## src/rtl/spi_pkg.sv

```systemverilog
// rtl/spi_pkg.sv - shared state encoding and parameter helpers for the SPI slave
package spi_pkg;

  typedef enum logic {
    IDLE = 1'b0,
    XFER = 1'b1
  } state_t;

  localparam int MIN_WIDTH = 2;
  localparam int MAX_WIDTH = 32;

  // Sampling happens on the rising sclk edge when CPOL and CPHA agree
  // (mode 0: leading edge rises; mode 3: trailing edge rises).
  function automatic bit sample_on_rise(input bit cpol, input bit cpha);
    return cpol == cpha;
  endfunction

  function automatic bit width_ok(input int w);
    return (w >= MIN_WIDTH) && (w <= MAX_WIDTH);
  endfunction

endpackage

```

## src/rtl/spi_sync_edge.sv

```systemverilog
// rtl/spi_sync_edge.sv - N-stage synchroniser with rise/fall pulse detection
module spi_sync_edge #(
  parameter int STAGES  = 2,
  parameter bit RST_VAL = 1'b0
) (
  input  logic i_clk,
  input  logic i_rst,
  input  logic i_d,
  output logic o_level,
  output logic o_rise,
  output logic o_fall
);

  logic [STAGES-1:0] r_sync;
  logic              r_prev;

  // Synchroniser chain plus one delay flop so edges compare two settled samples
  always_ff @(posedge i_clk) begin
    if (i_rst) begin
      r_sync <= {STAGES{RST_VAL}};
      r_prev <= RST_VAL;
    end else begin
      r_sync <= {r_sync[STAGES-2:0], i_d};
      r_prev <= r_sync[STAGES-1];
    end
  end

  assign o_level = r_sync[STAGES-1];
  assign o_rise  = r_sync[STAGES-1] & ~r_prev;
  assign o_fall  = ~r_sync[STAGES-1] & r_prev;

endmodule

```

## src/rtl/spi_slave_core.sv

```systemverilog
// rtl/spi_slave_core.sv - oversampled full-duplex SPI slave, all modes, streaming words
module spi_slave_core
  import spi_pkg::*;
#(
  parameter int DATA_WIDTH  = 8,
  parameter bit CPOL        = 1'b0,
  parameter bit CPHA        = 1'b0,
  parameter bit MSB_FIRST   = 1'b1,
  parameter int SYNC_STAGES = 2
) (
  input  logic                  clk,
  input  logic                  rst,
  input  logic                  sclk,
  input  logic                  cs,
  input  logic                  mosi,
  output logic                  miso,
  output logic                  miso_oe,
  input  logic [DATA_WIDTH-1:0] tx_dat,
  input  logic                  tx_load,
  output logic                  tx_ready,
  output logic [DATA_WIDTH-1:0] rcvd_p_dat,
  output logic                  tx_done,
  output logic                  frame_err
);

  if (!width_ok(DATA_WIDTH) || (SYNC_STAGES < 2)) begin : g_bad_param
    $error("spi_slave_core: DATA_WIDTH must be 2..32 and SYNC_STAGES >= 2");
  end

  localparam int             CW          = $clog2(DATA_WIDTH);
  localparam logic [CW-1:0]  LAST        = CW'(DATA_WIDTH - 1);
  localparam bit             SAMPLE_RISE = sample_on_rise(CPOL, CPHA);

  logic w_unused_sclk_lvl, w_sclk_rise, w_sclk_fall;
  logic w_cs_lvl, w_cs_rise, w_cs_fall;
  logic w_mosi_lvl, w_unused_mosi_rise, w_unused_mosi_fall;
  logic w_sample, w_shift, w_last;

  state_t                r_state;
  logic [CW-1:0]         r_bit_cnt;
  logic [DATA_WIDTH-1:0] r_rx_shift;
  logic [DATA_WIDTH-1:0] r_tx_shift;
  logic [DATA_WIDTH-1:0] r_tx_hold;
  logic [DATA_WIDTH-1:0] r_rcvd;
  logic                  r_word_done;
  logic                  r_tx_done;
  logic                  r_frame_err;
  logic                  r_miso;
  logic                  r_tx_ready;

  spi_sync_edge #(.STAGES(SYNC_STAGES), .RST_VAL(CPOL)) u_sync_sclk (
    .i_clk(clk), .i_rst(rst), .i_d(sclk),
    .o_level(w_unused_sclk_lvl), .o_rise(w_sclk_rise), .o_fall(w_sclk_fall)
  );

  spi_sync_edge #(.STAGES(SYNC_STAGES), .RST_VAL(1'b1)) u_sync_cs (
    .i_clk(clk), .i_rst(rst), .i_d(cs),
    .o_level(w_cs_lvl), .o_rise(w_cs_rise), .o_fall(w_cs_fall)
  );

  spi_sync_edge #(.STAGES(SYNC_STAGES), .RST_VAL(1'b0)) u_sync_mosi (
    .i_clk(clk), .i_rst(rst), .i_d(mosi),
    .o_level(w_mosi_lvl), .o_rise(w_unused_mosi_rise), .o_fall(w_unused_mosi_fall)
  );

  assign w_sample = SAMPLE_RISE ? w_sclk_rise : w_sclk_fall;
  assign w_shift  = SAMPLE_RISE ? w_sclk_fall : w_sclk_rise;
  assign w_last   = (r_bit_cnt == LAST);

  function automatic logic first_bit(input logic [DATA_WIDTH-1:0] v);
    return MSB_FIRST ? v[DATA_WIDTH-1] : v[0];
  endfunction

  function automatic logic [DATA_WIDTH-1:0] shift_out(input logic [DATA_WIDTH-1:0] v);
    return MSB_FIRST ? {v[DATA_WIDTH-2:0], 1'b0} : {1'b0, v[DATA_WIDTH-1:1]};
  endfunction

  function automatic logic [DATA_WIDTH-1:0] shift_in(input logic [DATA_WIDTH-1:0] v,
                                                     input logic b);
    return MSB_FIRST ? {v[DATA_WIDTH-2:0], b} : {b, v[DATA_WIDTH-1:1]};
  endfunction

  // Transfer FSM: word assembly, miso shifting, holding register and status pulses
  always_ff @(posedge clk) begin
    if (rst) begin
      r_state     <= IDLE;
      r_bit_cnt   <= '0;
      r_rx_shift  <= '0;
      r_tx_shift  <= '0;
      r_tx_hold   <= '0;
      r_rcvd      <= '0;
      r_word_done <= 1'b0;
      r_tx_done   <= 1'b0;
      r_frame_err <= 1'b0;
      r_miso      <= 1'b0;
      r_tx_ready  <= 1'b1;
    end else begin
      // Completion is published one clk after the final sample, even if cs already rose
      r_tx_done   <= r_word_done;
      r_frame_err <= 1'b0;
      r_word_done <= 1'b0;
      if (r_word_done) begin
        r_rcvd <= r_rx_shift;
      end

      if (tx_load && r_tx_ready) begin
        r_tx_hold <= tx_dat;
      end

      case (r_state)
        IDLE: begin
          r_bit_cnt  <= '0;
          r_tx_ready <= 1'b1;
          if (w_cs_fall) begin
            r_state <= XFER;
            if (!CPHA) begin
              r_miso     <= first_bit(r_tx_hold);
              r_tx_shift <= shift_out(r_tx_hold);
            end else begin
              r_tx_shift <= r_tx_hold;
            end
          end
        end

        XFER: begin
          if (w_sample) begin
            r_rx_shift <= shift_in(r_rx_shift, w_mosi_lvl);
            if (w_last) begin
              r_bit_cnt   <= '0;
              r_word_done <= 1'b1;
              r_tx_shift  <= r_tx_hold;
              r_tx_ready  <= 1'b1;
            end else begin
              r_bit_cnt  <= r_bit_cnt + CW'(1);
              r_tx_ready <= 1'b0;
            end
          end else if (w_shift) begin
            r_miso     <= first_bit(r_tx_shift);
            r_tx_shift <= shift_out(r_tx_shift);
          end

          // A final sample in the same clk as cs rising completes the word cleanly
          if (w_cs_rise) begin
            r_state    <= IDLE;
            r_bit_cnt  <= '0;
            r_tx_ready <= 1'b1;
            if (w_sample ? !w_last : (r_bit_cnt != '0)) begin
              r_frame_err <= 1'b1;
            end
          end
        end

        default: r_state <= IDLE;
      endcase
    end
  end

  assign miso       = r_miso;
  assign miso_oe    = ~w_cs_lvl;
  assign tx_ready   = r_tx_ready;
  assign rcvd_p_dat = r_rcvd;
  assign tx_done    = r_tx_done;
  assign frame_err  = r_frame_err;

endmodule

```

## config.mk

```make
export PLATFORM = sky130hd
export DESIGN_NAME = spi_slave_core
export DESIGN_NICKNAME = d
export VERILOG_FILES = /design/src/rtl/spi_pkg.sv /design/src/rtl/spi_sync_edge.sv /design/src/rtl/spi_slave_core.sv
export SDC_FILE = /design/constraint.sdc
export NUM_CORES = 1
export LEC_CHECK = 0
export ABC_AREA = 1
export CORE_ASPECT_RATIO = 0.6
export CORE_MARGIN = 2
export CORE_UTILIZATION = 30
export CTS_CLUSTER_DIAMETER = 150
export CTS_CLUSTER_SIZE = 24
export DETAILED_ROUTE_END_ITERATION = 6
export PLACE_DENSITY = 0.45
export SLEW_MARGIN = 25
export SYNTH_ARGS = -nofsm -noshare
export SYNTH_HDL_FRONTEND = slang
export SYNTH_SLANG_ARGS = --single-unit
export TNS_END_PERCENT = 50
```

## constraint.sdc

```tcl
create_clock -name clk -period 3.33 [get_ports clk]
set_input_delay 0.999 -clock clk [delete_from_list [all_inputs] [get_ports clk]]
set_output_delay 0.999 -clock clk [all_outputs]
set_load 0.005 [all_outputs]
```

; ---- After elaboration in Yosys (flattened, before gate mapping)
; Cells that the tools add are included.
[word_totals]
register_bits = 49
wordCells = 65
output_inout_bits = 13
inputBits = 14
[classes]
bitwise = 11
eq_ne = 7
add_sub_neg = 1
n_reduce_logical = 8
n_mux = 22
[ops]
columns = operator, n
row1 = $mux 8, 4
row2 = $pmux 8 s2, 1
row3 = $mux 1, 10
row4 = $mux 3, 3
row5 = $not 1->1, 7
row6 = $ne 3x2->1 const B, 2
row7 = $pmux 1 s2, 3
row8 = $pmux 3 s2, 1
row9 = $reduce_and 3->1, 2
row10 = $reduce_or 3->1, 2
row11 = $and 1x1->1, 4
row12 = $ne 2x1->1 const B, 2
row13 = $add 3x1->3 const B, 1
row14 = $eq 3x3->1 const B, 1
row15 = $ne 3x3->1 const B, 1
row16 = $reduce_bool 3->1, 1
row17 = $ne 2x2->1 const B, 1
row18 = $reduce_and 2->1, 1
row19 = $logic_and 1x1->1, 1
row20 = $logic_not 1->1, 1

; ---- Longest topological paths before layout
; Gate-level depths: netlist of run 1.
[logic_depth]
word_depth = 5
mapped_depth = 8
ltp_nobuf = 7

; ---- Modules after synthesis
; A second synthesis of run 1 with hierarchy kept.
[unflattened]
cells_unflattened = 280
area_unflattened_um2 = 2037.0
[by_module_without_submodules]
columns = mod, cells_each, seq_area_each_um2, area_each_um2, instances
row1 = spi_slave_core, 243, 820.8, 1751.7, 1
row2 = spi_sync_edge (u_sync_mosi ...), 12, 60.1, 93.8, 2
row3 = spi_sync_edge (u_sync_cs), 13, 60.1, 97.6, 1

; ---- Least setup slack after synthesis of run 1
; No wires, ideal clock.
[synth_timing]
path_type = input port to flip-flop
startpoint = input tx_load
endpoint = register r_tx_hold[5]
cell_stages = 4
path_slack_ps = 1696
setup_ps = 70
arrival_time_ps = 1564
path_buffers = 1
required_ps = 3260
cell_sequence = nand2_1 -> clkbuf_1 -> o21ai_0 -> a21oi_1
[synth_between]
elab_chain_len = 1
[synth_lines]
columns = element, line
row1 = "start, declared", spi_slave_core.sv:19  ; input logic tx_load,
row2 = $logic_and 1x1->1, spi_slave_core.sv:106  ; if (tx_load && r_tx_ready) begin
row3 = "end signal, assigned", spi_slave_core.sv:107  ; r_tx_hold <= tx_dat;
row4 = "end, declared", spi_slave_core.sv:43  ; logic [DATA_WIDTH-1:0] r_tx_hold;
; No other way between the ends.
; A chain may end at the register's enable or synchronous reset.

; ---- Worst setup path in the final report of run 1
[layout_timing]
startpoint = register u_sync_cs.r_sync[1]
endpoint = output miso_oe
[layout_between]
elab_chain_len = 1
[layout_lines]
columns = element, line
row1 = "start, declared", spi_sync_edge.sv:14  ; logic [STAGES-1:0] r_sync;
row2 = "start signal, assigned", spi_sync_edge.sv:20  ; r_sync <= {STAGES{RST_VAL}};
row3 = "start signal, assigned", spi_sync_edge.sv:23  ; r_sync <= {r_sync[STAGES-2:0], i_d};
row4 = $not 1->1, spi_slave_core.sv:159  ; assign miso_oe = ~w_cs_lvl;
row5 = "end, declared", spi_slave_core.sv:17  ; output logic miso_oe,
; No other way between the ends.

==> run metrics, run 1 <==
cell area after synthesis 2000 sq um; Post-layout nets between 300 and 400; Avg Cell Area, Syn between 7 and 8 sq um; Critical Path AT between 1 and 1.5 ns; Synth Register Bits 49; grt ovf 0; Antenna Cells 0; max-cap viol count 0; final instance area about 2400 sq um; slew margin rel. 0.683; CP cell instances inv_1 > clkdlybuf4s50_1; core box area 6280 sq um; slowest CP cell clkdlybuf4s50_1; Total GRT Usage 0.140; CTS tree built; post-synthesis cell count 267; Starting Density 0.319; placed cells 369; detailed-route via count 1636; min Tclk post-route 2.30 ns; critical path type register to primary output; Post-CTS Resized 0; final WL 4430 microns; commonest non-fill, non-tap cell in the layout dfxtp_1; CTS max path bufs 2; die height between 60 and 70 microns; Layout area overhead 20.8%; Slew @ Worst Pin 0.474 ns; Post-synth EDFFs 0; Vias/cell between 4 and 5; Post-synth top flop dfxtp_1; CTS Root Cell clkbuf_8; Max H-tree Level 2; post-route insts no fill about 380; antenna violations before repair 0; layout cells sized above 1 0.0819; total CTS buffers 5; Post-DRT Antenna Nets 0; length of the first detailed-routing pass in iterations 4; hold crit path type register to register; Die X 109 microns; grt peak-use layer met1; largest net degree at the start of global routing 24; P per Cell Area 453 nW/um^2; Setup Viol. Count Final 0; Async S/R FF share, synth 0; number of setup buffers added after CTS 0; CP max FO 4; DR WL/cell 11.8 microns; Worst path max stage delay 0.54 ns; syn nets 284; M2 GR Usage 0.174; CP Capture Type primary output; placed inst area roughly 2300 sq um; Peak VDD IR 0.000171 V; critical path data required time between 2 and 2.5 ns; FP Rows 22; Worst-path clk slew approximately 0.090 ns; Lkg Pwr approximately 1.0 nW; synth warn 0; Clock Latency Late Sink slightly above 0.3 ns; setup TNS 0 ns; Yosys cell types 23; Design Power 0.00109 W; clock sink count 49; Hold Violations, Final 0; routability cong. 0.733; Max Slew Vio Count 0; Fmax 435 MHz; first-pass GRT wire length 7600 microns; hold-fix buffers at CTS 0; DRC errors left 0; Detailed Route Iter0 Violations 123; met3 Use GR 0.0608; DP HPWL 3160 microns; type of origin of the critical path register; RSZ-0062 raised after global routing false; vias in the first global route between 1500 and 2000; status complete, no violations; die footprint 7360 sq um; met1 Use GR 0.210; boundary pin count 27; final period utilization 0.690; clk_skew slightly above 0.005 ns; commonest non-fill, non-tap cells in the layout 49 x dfxtp_1, 44 x nor2_1, 39 x nand2_1, 31 x inv_1, 28 x nand3_1; fin util 0.385; Port Buffers 26; Seq/Total Area, Yosys 0.491
[critical path, delay by kind of cell (launching register included)]
family   cells  cell delay [ns]
buf+inv      2             0.69
flops        1             0.31
[cells by family (layout without fill, tap and decap cells)]
| logic type | after synthesis | count (layout) | share of synthesized area |
|---|---|---|---|
| adders and majority gates | 3 | 3 | 0.0188 |
| and+or+nand+nor | 121 | 121 | 0.271 |
| buffers and inverters | 45 | 71 | 0.0945 |
| DFF | 49 | 49 | 0.491 |
| AOI/OAI and AO/OA | 49 | 49 | 0.125 |
[report_power, final]
part           total, W  leakage [nW]  switching (W)  internal (W)
logic          0.000112         0.605      0.0000652     0.0000471
clock network  0.000364        0.0445       0.000215      0.000149
registers      0.000618         0.400      0.0000100      0.000608
[metrics by stage]
stage	setup WS [ns]	hold WS, ns
after CTS	1.01	0.406
after detailed placement	0.955	0.392
after floorplan	1.70	0.388
after global placement	0.972	0.393
after global routing	0.966	0.429
final	1.03	0.404
[routing by layer]
metal,vias to the layer above,share of wire
met5,-,0
met4,0,0.012
met3,6,0.054
met2,25,0.35
met1,711,0.58
li1,894,-
[area by class of cell]
cell class,count,area [sq um]
fill,687,3860
sequential,49,981
multi-input combinational,173,830
timing repair buffer,29,283
inverter,34,128
tap,84,105
clock buffer,5,68.8
clock inverter,3,21.3
[registers in the layout (all words and copies together) (netlist names), 2 cells and up]
signal,flops
r_tx_shift,8
u_sync_sclk.r_sync,2
r_bit_cnt,3
u_sync_mosi.r_sync,2
u_sync_cs.r_sync,2
r_tx_hold,8
rcvd_p_dat,8
r_rx_shift,8
[worst paths after layout]
| check | to | slack, ns | from | depth (start not counted) |
|---|---|---|---|---|
| min reg2reg | u_sync_sclk.r_sync[1] | 0.40 | u_sync_sclk.r_sync[0] | 2 |
| max reg2reg | r_rx_shift[0] | 1.47 | u_sync_sclk.r_sync[1] | 5 |
| max | miso_oe | 1.03 | u_sync_cs.r_sync[1] | 2 |
| min | u_sync_sclk.r_sync[1] | 0.40 | u_sync_sclk.r_sync[0] | 2 |
[synth_stat cells, types with 3 or more instances]
cell type	count	area [sq um]
dfxtp_1	49	981
nor2_1	44	165
nand2_1	39	146
inv_1	31	116
nand3_1	28	140
a21oi_1	20	100
o21ai_0	18	90.1
o21ai_1	9	45.0
clkbuf_1	6	22.5
buf_4	3	22.5
ha_1	3	37.5
inv_2	3	11.3
Note: power is estimated with default switching activity, not from simulation.
==> run 2: changes to the inputs <==
Clock period 3.33 ns to 2.2 ns, I/O delays scaled along.
==> run 2 against run 1 <==
Effect of this change:
- non-clock buffer count increased by 5
- utilization increased by 0.96 points
- critical path depth did not move
- critical endpoint unchanged
- sequential power rose by 51%
==> run metrics, run 2 (synthesized netlist as in run 1, its figures left out) <==
core box area 6280 sq um (unchanged); Worst-path clk slew 0.10 ns (about the same); first-pass GRT wire length 7850 microns (+3.3%); die footprint 7360 sq um (unchanged); total CTS buffers 5 (unchanged); hold-fix buffers at CTS 0 (unchanged); final period utilization 0.892; Detailed Route Iter0 Violations 120 (-2.4%); min Tclk post-route 1.96 ns; Starting Density 0.319 (unchanged); CP Capture Type primary output; number of setup buffers added after CTS 0 (unchanged); multi-input logic area 830 sq um (unchanged); Seq. cell area 981 sq um (unchanged); P per Cell Area 718 nW/um^2 (+58%); Critical Path AT 1.30 ns (about the same); RSZ-0062 raised after global routing false; DR WL/cell 12.5 microns (+6.1%); CTS max path bufs 2 (unchanged); final instance area 2480 sq um (+2.5%); CTS tree built; clock sink count 49 (unchanged); status complete, no violations; WL met3 208 microns (-13%); Vias/cell 4.43 (+2.2%); commonest non-fill, non-tap cell in the layout dfxtp_1; post-route insts no fill 382 (+1.3%); WL met2 1690 microns (+9.2%); Layout area overhead 23.8%; fin util 0.395 (+0.00957); commonest non-fill, non-tap cells in the layout 49 x dfxtp_1, 44 x nor2_1, 39 x nand2_1, 31 x inv_1, 28 x nand3_1; FILL cells 665 (-3.2%); r2r setup slk 0.73 ns (-0.74 ns); slew margin rel. 0.720 (+0.0368); Post-CTS Resized 0 (unchanged); highest routed layer met4; Clock Latency Late Sink 0.31 ns (about the same); DP HPWL 3430 microns (+8.4%); setup TNS 0 ns (unchanged); clk_skew 0.00539 ns (+0.000266 ns); Post-layout nets 314 (+1.6%); Max H-tree Level 2 (unchanged); Port Buffers 26 (unchanged); max-cap viol count 0 (unchanged); Hold Violations, Final 0 (unchanged); boundary pin count 27 (unchanged); critical path data required time 1.54 ns (-0.79 ns); Total GRT Usage 0.144 (+0.00377); die height 67.2 microns (unchanged); Peak VDD IR 0.000255 V (+49%); critical path type register to primary output; CP max FO 4 (unchanged); Die X 109 microns (unchanged); type of origin of the critical path register; detailed-route via count 1694 (+3.5%); Fmax approximately 510 MHz; final WL 4770 microns (+7.5%); Slew @ Worst Pin 0.419 ns (-0.0557 ns); layout cells sized above 1 0.0973 (+0.0154); Max Slew Vio Count 0 (unchanged); hold crit path type register to register; routability cong. 0.810 (+11%); Lkg Pwr 1.09 nW (+3.7%); DRC errors left 0 (unchanged); Antenna Cells 0 (unchanged); CTS Root Cell clkbuf_8; placed inst area 2360 sq um (+1.6%); Design Power 0.00178 W (+62%); Post-DRT Antenna Nets 0 (unchanged); grt ovf 0 (unchanged); antenna violations before repair 0 (unchanged); FP Rows 22 (unchanged); length of the first detailed-routing pass in iterations 4 (unchanged); largest net degree at the start of global routing 25 (+4.2%); Setup Viol. Count Final 0 (unchanged); vias in the first global route 1600 (+6.5%); placed cells 374 (+1.4%); M1 WL 2810 microns (+8.8%)
==> run 2: area by class of cell <==
type / count / area share
clock inverter: 3 / 0.0177
sequential: 49 / 0.396
clock buffer: 5 / 0.0278
multi-input combinational: 173 / 0.335
timing repair buffer: 34 / 0.129
tap: 84 / 0.0424
inverter: 34 / 0.0515
==> run 2: layer usage <==
layer | global-route usage | up-vias
li1 | - | 907
met1 | 0.227 | 746
met2 | 0.182 | 36
met3 | 0.0386 | 5
met4 | 0.0475 | 0
met5 | 0 | -
==> run 2: power breakdown <==
group	total [W]	internal [W]	switching, W
logic	0.000179	0.0000757	0.000103
registers	0.000936	0.000920	0.0000161
clock network	0.000662	0.000341	0.000321
total	0.00178	0.00134	0.000440
==> run 2: through the flow <==
stage / worst slack (ns) / hold slack [ns]
finish: 0.238 / 0.412
global route: 0.210 / 0.436
CTS: 0.237 / 0.417
detailed placement: 0.319 / 0.397
global placement: 0.363 / 0.393
floorplan: 0.905 / 0.388
==> run 2: path summary, 6_finish.rpt <==
path,startpoint,endpoint,cells past startpoint
worst max-delay path,u_sync_cs.r_sync[1],miso_oe,2
worst min-delay path,u_sync_mosi.r_sync[0],u_sync_mosi.r_sync[1],2
worst max register to register,r_bit_cnt[0],r_tx_shift[5],7
worst min register to register,u_sync_mosi.r_sync[0],u_sync_mosi.r_sync[1],2
==> run 2: critical path, stage by stage, from the launching register on <==
cell,delay [ns]
dfxtp_1,0.31
inv_1,0.15
clkdlybuf4s50_1,0.53
